## config.mk

```make
export PLATFORM = sky130hd
export DESIGN_NAME = fetch_predict_unit
export DESIGN_NICKNAME = d
export VERILOG_FILES = /design/src/rtl/fetch_predict_unit.sv
export SDC_FILE = /design/constraint.sdc
export NUM_CORES = 2
export LEC_CHECK = 0
export ABC_AREA = 1
export CAP_MARGIN = 20
export CORE_ASPECT_RATIO = 0.9
export CORE_MARGIN = 2
export CORE_UTILIZATION = 62
export CTS_CLUSTER_DIAMETER = 120
export CTS_CLUSTER_SIZE = 30
export DETAILED_ROUTE_END_ITERATION = 7
export PLACE_DENSITY = 0.77
export SETUP_SLACK_MARGIN = 0.2
export SLEW_MARGIN = 20
export SYNTH_ARGS = -nofsm -noshare
export SYNTH_HDL_FRONTEND = slang
export SYNTH_SLANG_ARGS = --single-unit
```

## constraint.sdc

```tcl
create_clock -name CLK -period 4.76 [get_ports CLK]
set_input_delay 0.714 -clock CLK [delete_from_list [all_inputs] [get_ports CLK]]
set_output_delay 0.714 -clock CLK [all_outputs]
set_load 0.02 [all_outputs]
```

## src/rtl/fetch_predict_unit.sv

```systemverilog
`default_nettype none
// ============================================================================
// Module      : fetch_predict_unit
// Description : Program counter and fetch steering. It uses a direct-mapped
//               BTB with saturating counters to predict taken branches and
//               jumps at fetch. Branch/jump resolutions arrive from MEM. On a
//               misprediction it redirects the PC and raises flush. It
//               trains the BTB once per resolution.
//               Optional: define BPRED_STATS_EN to add the branch and
//               mispredict statistics counters (stat_branches and
//               stat_mispredicts).
// Revision    : 1.0 - initial release
// ============================================================================
module fetch_predict_unit #(
    parameter int              XLEN        = 32,
    parameter logic [XLEN-1:0] PC_INIT     = '0,
    parameter int              BTB_ENTRIES = 16,
    parameter int              CTR_BITS    = 2
) (
    input  logic            CLK,
    input  logic            RST,
    input  logic            pc_en,
    output logic [XLEN-1:0] imemaddr,
    output logic            pred_taken_if,
    output logic [XLEN-1:0] pred_target_if,
    input  logic            resolve_valid,
    input  logic [XLEN-1:0] resolve_pc,
    input  logic            resolve_taken,
    input  logic [XLEN-1:0] resolve_target,
    input  logic            resolve_pred_taken,
    input  logic [XLEN-1:0] resolve_pred_target,
    output logic            mispredict,
    output logic            flush
`ifdef BPRED_STATS_EN
    ,
    output logic [31:0]     stat_branches,
    output logic [31:0]     stat_mispredicts
`endif
);

    localparam int                  c_IDX      = $clog2(BTB_ENTRIES);
    localparam int                  c_TAG      = XLEN - c_IDX - 2;
    localparam logic [CTR_BITS-1:0] c_CTR_MAX  = {CTR_BITS{1'b1}};
    localparam logic [CTR_BITS-1:0] c_CTR_WEAK = CTR_BITS'(1) << (CTR_BITS - 1);
    localparam logic [XLEN-1:0]     c_FOUR     = XLEN'(4);

    // BTB storage
    logic                r_valid  [BTB_ENTRIES];
    logic [c_TAG-1:0]    r_tag    [BTB_ENTRIES];
    logic [XLEN-1:0]     r_target [BTB_ENTRIES];
    logic [CTR_BITS-1:0] r_ctr    [BTB_ENTRIES];

    logic [XLEN-1:0]  r_pc;
    logic [c_IDX-1:0] w_lk_idx;
    logic [c_TAG-1:0] w_lk_tag;
    logic             w_lk_hit;
    logic [c_IDX-1:0] w_tr_idx;
    logic [c_TAG-1:0] w_tr_tag;
    logic             w_tr_hit;
    logic             w_res_valid;
    logic             w_mispredict;
    logic             w_train;
    logic [XLEN-1:0]  w_next_pc;

    // Fetch-side lookup. It is combinational on the current PC, so it sees
    // the pre-edge BTB contents even when training hits the same entry.
    assign w_lk_idx       = r_pc[c_IDX+1:2];
    assign w_lk_tag       = r_pc[XLEN-1:c_IDX+2];
    assign w_lk_hit       = r_valid[w_lk_idx] && (r_tag[w_lk_idx] == w_lk_tag);
    assign pred_taken_if  = w_lk_hit && r_ctr[w_lk_idx][CTR_BITS-1];
    assign pred_target_if = pred_taken_if ? r_target[w_lk_idx] : '0;
    assign imemaddr       = r_pc;

    // Resolution side. Reset masks resolve_valid so no redirect escapes
    // while RST is high.
    assign w_res_valid  = resolve_valid && !RST;
    assign w_mispredict = w_res_valid &&
                          ((resolve_taken != resolve_pred_taken) ||
                           (resolve_taken && (resolve_target != resolve_pred_target)));
    assign mispredict   = w_mispredict;
    assign flush        = w_mispredict;
    assign w_train      = w_res_valid && pc_en;
    assign w_tr_idx     = resolve_pc[c_IDX+1:2];
    assign w_tr_tag     = resolve_pc[XLEN-1:c_IDX+2];
    assign w_tr_hit     = r_valid[w_tr_idx] && (r_tag[w_tr_idx] == w_tr_tag);

    // Next-PC selection: a redirect wins over a prediction, which wins over
    // the sequential PC.
    always_comb begin
        w_next_pc = r_pc + c_FOUR;
        if (w_mispredict) begin
            w_next_pc = resolve_taken ? resolve_target : (resolve_pc + c_FOUR);
        end else if (pred_taken_if) begin
            w_next_pc = pred_target_if;
        end
    end

    // PC register. A redirect is taken even while stalled so it is not lost.
    always_ff @(posedge CLK) begin
        if (RST) begin
            r_pc <= PC_INIT;
        end else if (w_mispredict || pc_en) begin
            r_pc <= w_next_pc;
        end
    end

    // BTB training. It happens only when the pipeline advances, so a stalled
    // resolution trains exactly once.
    always_ff @(posedge CLK) begin
        if (RST) begin
            for (int i = 0; i < BTB_ENTRIES; i++) begin
                r_valid[i]  <= 1'b0;
                r_tag[i]    <= '0;
                r_target[i] <= '0;
                r_ctr[i]    <= '0;
            end
        end else if (w_train) begin
            if (w_tr_hit) begin
                if (resolve_taken) begin
                    r_target[w_tr_idx] <= resolve_target;
                    if (r_ctr[w_tr_idx] != c_CTR_MAX) begin
                        r_ctr[w_tr_idx] <= r_ctr[w_tr_idx] + CTR_BITS'(1);
                    end
                end else if (r_ctr[w_tr_idx] != '0) begin
                    r_ctr[w_tr_idx] <= r_ctr[w_tr_idx] - CTR_BITS'(1);
                end
            end else if (resolve_taken) begin
                r_valid[w_tr_idx]  <= 1'b1;
                r_tag[w_tr_idx]    <= w_tr_tag;
                r_target[w_tr_idx] <= resolve_target;
                r_ctr[w_tr_idx]    <= c_CTR_WEAK;
            end
        end
    end

`ifdef BPRED_STATS_EN
    logic [31:0] r_stat_br;
    logic [31:0] r_stat_mis;

    // Saturating counts of trained resolutions and of those that mispredicted
    always_ff @(posedge CLK) begin
        if (RST) begin
            r_stat_br  <= '0;
            r_stat_mis <= '0;
        end else if (w_train) begin
            if (r_stat_br != 32'hFFFF_FFFF) begin
                r_stat_br <= r_stat_br + 32'd1;
            end
            if (w_mispredict && (r_stat_mis != 32'hFFFF_FFFF)) begin
                r_stat_mis <= r_stat_mis + 32'd1;
            end
        end
    end

    assign stat_branches    = r_stat_br;
    assign stat_mispredicts = r_stat_mis;
`endif

endmodule
`default_nettype wire

```

Word-level counts from Yosys, hierarchy flattened. Memories as Yosys holds them, arrays and structs flattened. A register that Yosys moved wholly into a read port is not among the register bits. Cells that the tools add are included.

Register bits: 32. Input port bits: 102. Memories: 4. Latch bits: 0. Output and inout bits: 67. Memory bits (read-only): 0. Word-level logic and storage cells: 82. Bits in writable memories: 976.

Memory list: r_target (words 16, bits a word 32, read ports 1, clocked after Yosys merged registers in 1, wr ports 16, RTL line 50) `logic [XLEN-1:0] r_target [BTB_ENTRIES];`; r_tag (words 16, bits a word 26, read ports 2, clocked after Yosys merged registers in 1, wr ports 16, RTL line 49) `logic [c_TAG-1:0] r_tag [BTB_ENTRIES];`; r_ctr (words 16, bits a word 2, read ports 2, clocked after Yosys merged registers in 1, wr ports 16, RTL line 51) `logic [CTR_BITS-1:0] r_ctr [BTB_ENTRIES];`; r_valid (words 16, bits a word 1, read ports 2, clocked after Yosys merged registers in 1, wr ports 16, RTL line 48) `logic r_valid [BTB_ENTRIES];`.

Shifts and indexed selects: 0. Eq/ne operators: 5. Reduce and logical (&&, ||, !) cells: 15. Divide/modulo/power cells: 0. $mul: 0. Bitwise logic cells: 3. Order comparisons: 0. Multiplexer cells: 50. Add/subtract/negate cells: 4.

Operators with widths (number): 2-to-1 mux 32 bit (6); adder 32 x 3 -> 32 bit, second input constant (2); equality test 26 bit (2); 2-to-1 mux 4 bit (12); != test 32 bit (1); OR reduction 32 bit (1); 2-to-1 mux 1 bit (28); 2-to-1 mux 26 bit (1); OR reduction 26 bit (1); logical AND 1 bit (7); 2-to-1 mux 2 bit (3); bitwise OR 1 bit (3); adder 2 x 1 -> 2 bit, second input constant (1); logical OR 1 bit (2); != test 2 bit, second input constant (1); nonzero test 2 bit (1); OR reduction 2 bit (1); subtractor 2 x 1 -> 2 bit, second input constant (1); logical NOT 1 bit (1); != test 1 bit (1); OR reduction 1 bit (1).

Logic depth before layout (Yosys ltp). An unclocked memory read counts as a cell.

Depth in word-level cells: 12. Depth in mapped cells: 23.

Worst setup path after synthesis. Ideal clock, no wire load.

Kind: input -> register. Start point: in resolve_pc[3]. End point: mem r_tag[0][0] (netlist name) (enable). Stages on the path: 21. Buffers on the path: 5. Path slack: 1.246 ns. Library setup time: 0.438 ns. Data arrival time: 3.076 ns. Path through: buf_4 -> inv_2 -> buf_4 -> buf_2 -> o211ai_1 -> nand2_1 -> nand2_1 -> nand2_1 -> nor2_1 -> xor2_1 -> nand2_1 -> nor2_1 -> nand2_1 -> nor2_2 -> nand2_1 -> nand2_2 -> inv_2 -> buf_6 -> nand2_2 -> buf_4 -> nand2_1.

RTL lines: start, declared (RTL line 27) `input logic [XLEN-1:0] resolve_pc,`; end, declared (RTL line 49).

==> results.rst <==
.. list-table::
   :header-rows: 1

   * - Metric
     - Value
   * - Slew Limit Headroom
     - 0.259
   * - Area added between synthesis and finish
     - 8.54%
   * - Storage cell area
     - 29900 sq um
   * - Pin count of the biggest net entering global routing
     - 179
   * - Max-capacitance violation count
     - 0
   * - Maximum fanout count along the critical path
     - 69
   * - Final worst path period share
     - 0.955
   * - Kind of end point of the critical path
     - output pin
   * - Setup violations, final
     - 0
   * - Total clock buffers created by CTS
     - 39
   * - Placed Cells
     - 7249
   * - Endpoint with the worst hold slack
     - r_valid[0]
   * - Highest achievable clock rate
     - 0.220 GHz
   * - RSZ-0062 raised after global routing
     - false
   * - Area of the mapped netlist
     - approximately 53000 sq um
   * - Routability cong.
     - ~1.1
   * - Clock insertion delay at the later pin of the skew report
     - 670 ps
   * - Post-synthesis net count
     - 6299
   * - Detailed placer's ending HPWL
     - 122 mm
   * - Full die area
     - 88100 sq um
   * - Layout net count
     - ~6.3k
   * - Utilization after layout
     - 0.681
   * - Effective utilization at floorplan
     - 0.628
   * - Slack of the worst reg-to-reg path
     - 490 ps
   * - Synthesized instance count
     - 6192
   * - Detailed-route via count
     - 48.1k
   * - Count of final hold-check violations
     - 0
   * - Cell depth of the worst min-delay path
     - 2
   * - Global-route total usage across every layer
     - 0.436
   * - H-tree level count
     - 2
   * - Wire length of the first global-routing pass
     - 283 mm
   * - Number of hold buffers added after CTS
     - 0
   * - Maximum root-to-sink buffer count
     - 3
   * - Combined area of the multi-input logic cells
     - 19600 sq um
   * - Number of vias per cell after detailed routing
     - 6.55
   * - Count of TritonRoute iterations in the first routing pass
     - 8
   * - Data required, critical path
     - between 4000 and 5000 ps
   * - Worst slack at placement
     - 248 ps
   * - Violated checks
     - design-rule violations
   * - # port buffers
     - 168
   * - DRT Wirelength
     - roughly 200 mm
   * - Clock Sinks
     - 1012
   * - CTS tree
     - yes
   * - Layout Skew
     - 47.4 ps
   * - Most used cells in the layout excluding fill and tap cells
     - nor2_1, nand2_1, edfxtp_1, o21ai_0, inv_1
   * - Remaining Overflow, GRT
     - 0
   * - Result of the run
     - complete, but fails checks
   * - Leakage
     - 22.9 nW
   * - Clock period minus final worst setup slack
     - 4550 ps
   * - Avg Inst Size Synth
     - 8.58 sq um
   * - Post-layout instance count excluding filler cells
     - 7332
   * - Type of origin of the critical path
     - flop
   * - Violation count after the first detailed-route iteration
     - 8973
   * - Via count of the first global-routing pass
     - 43.6k
   * - Worst-case vdd ir drop
     - between 0.4 and 0.5 mV
   * - Areal power density over the cells
     - 316 nW/um^2
   * - Layout cell share with drive strength beyond 1
     - 0.0736
   * - Transition time of the tightest slew-check pin
     - around 1100 ps
   * - DRC violations left
     - 11
   * - Final Slew Violations
     - 0
   * - Initial antenna violation count
     - 4
   * - Yosys Warn Count
     - 0
   * - PnR worst setup slack
     - 214 ps
   * - Part of the Yosys area used for sequential elements
     - 0.562
   * - Cell variety after synth
     - 38
   * - Most frequent standard cell in the layout excluding fill and tap cells
     - nor2_1
   * - Critical path start-end classification
     - flop to output pin
   * - Count of antenna-violating nets left after detailed routing
     - 0
   * - Overall die width
     - about 310 um
   * - Area of the core
     - roughly 85000 sq um
   * - R2r worst-path depth
     - 19
   * - I/O pin count
     - ~170
   * - Class of the tightest hold or removal check
     - flop to flop
   * - Row Count
     - 101
   * - Final-layout setup total negative slack
     - 0 ps
   * - Arrival time of the worst setup path
     - 3830 ps
   * - Y dimension of the die
     - 282 um
   * - Final routed wire length divided by cell count
     - 26.7 um
   * - CTS clock-pin slew for the worst setup and hold paths
     - about 140 ps
   * - Filler Cell Count
     - between 6k and 7k
   * - Worst hold path startpoint
     - r_valid[0]
   * - Library cell used as clock root buffer
     - clkbuf_16
   * - Register bit count reported by yosys
     - 1012
## routing by layer
metal	vias to the layer above	routed length, um	global-route usage	part of all wire
met4	8	11500	0.211	0.059
met1	22200	69700	0.615	0.36
met2	4477	77900	0.599	0.40
met3	718	36500	0.155	0.19
li1	20600	-	-	-
met5	-	138	0.00812	0.00070
## flip-flops by register name (all words and copies together) (netlist names), named ones only
register,flops
r_ctr,32
imemaddr,32
r_valid,16
r_tag,416
r_target,512
## cell type report
class / count / area share
Antenna cell: 2 / 0.0000867
Clock buffer: 69 / 0.0192
Clock inverter: 3 / 0.000586
Inverter: 457 / 0.0306
Multi-Input combinational cell: 4253 / 0.339
Sequential cell: 1012 / 0.518
Tap cell: 1133 / 0.0246
Timing Repair Buffer: 402 / 0.0679
Timing Repair inverter: 1 / 0.000195
## cells in the mapped netlist, drive strengths merged
master | n | area, sq um
a221oi | 4 | 35.0
clkinv | 47 | 176
xnor2 | 8 | 70.1
o22ai | 47 | 294
o21ai | 486 | 2430
ha | 5 | 62.6
nand2 | 1200 | 4540
and3 | 1 | 6.26
dfxtp | 52 | 1040
o211ai | 198 | 1490
nand4 | 22 | 138
o221ai | 87 | 762
a22o | 1 | 8.76
clkbuf | 256 | 962
nand3 | 399 | 2000
or2 | 49 | 307
xor2 | 57 | 499
edfxtp | 960 | 28800
nor4 | 13 | 87.6
buf | 214 | 1300
nor3 | 26 | 130
inv | 410 | 1540
a311o | 4 | 40.0
nand3b | 1 | 7.51
nor2 | 1486 | 5610
a211oi | 1 | 7.51
a21oi | 158 | 791
## how the worst max path moves through the flow
stage	cells past startpoint	end	slack, ps	startpoint
after CTS	16	pred_target_if[23]	40	flop
after detailed placement	8	flush	250	resolve_target[22]
after global placement	9	flush	-730	resolve_target[21]
after floorplan	21	r_tag[0][0]	1250	resolve_pc[3]
after global routing	17	pred_target_if[30]	210	flop
final	15	pred_target_if[22]	210	flop
## stage by stage
step | power [mW] | instance area (sq um) | hold WS, ps
6_report | 18.2 | 57700 | 483
5_1_grt | 18.6 | 57700 | 506
4_1_cts | 18.0 | 57600 | 478
3_5_place_dp | 13.7 | 56300 | 460
3_3_place_gp | 13.7 | 56300 | 459
2_1_floorplan | 12.4 | 53200 | 445
## report_power, final
part | internal [mW] | switching, mW
combinational | 0.961 | 2.44
clock | 1.63 | 2.80
sequential | 10.2 | 0.215
total | 12.8 | 5.45
## cells by family after synthesis
family / Yosys count / synth area share
and+or+nand+nor: 3197 / 0.241
xor gates and xnor gates: 65 / 0.0107
adders and majority gates: 5 / 0.00118
AOI/OAI and AO/OA: 986 / 0.110
buffers and inverters: 927 / 0.0748
DFF: 1012 / 0.562
## critical path: stages (launching register included)
cell             delay (ps)
dfxtp_4                 470
buf_16                  400
o211ai_1                190
nand3_1                 100
nand3_1                 260
nand2_1                 150
nand2_1                  60
nand2_1                 200
nand2_1                  80
nor2_1                  120
nand2_1                  70
nor2_2                  120
nand2_2                  70
buf_4                   210
a21oi_2                 250
clkdlybuf4s15_1         350
## repair_timing
item,4_1_cts,5_1_grt
resized for setup,48,60
pin swaps,0,1
setup buffers,4,0
cloned,4,1
endpoints found under the setup margin,33,35
Note: power is estimated with default switching activity, not from simulation.
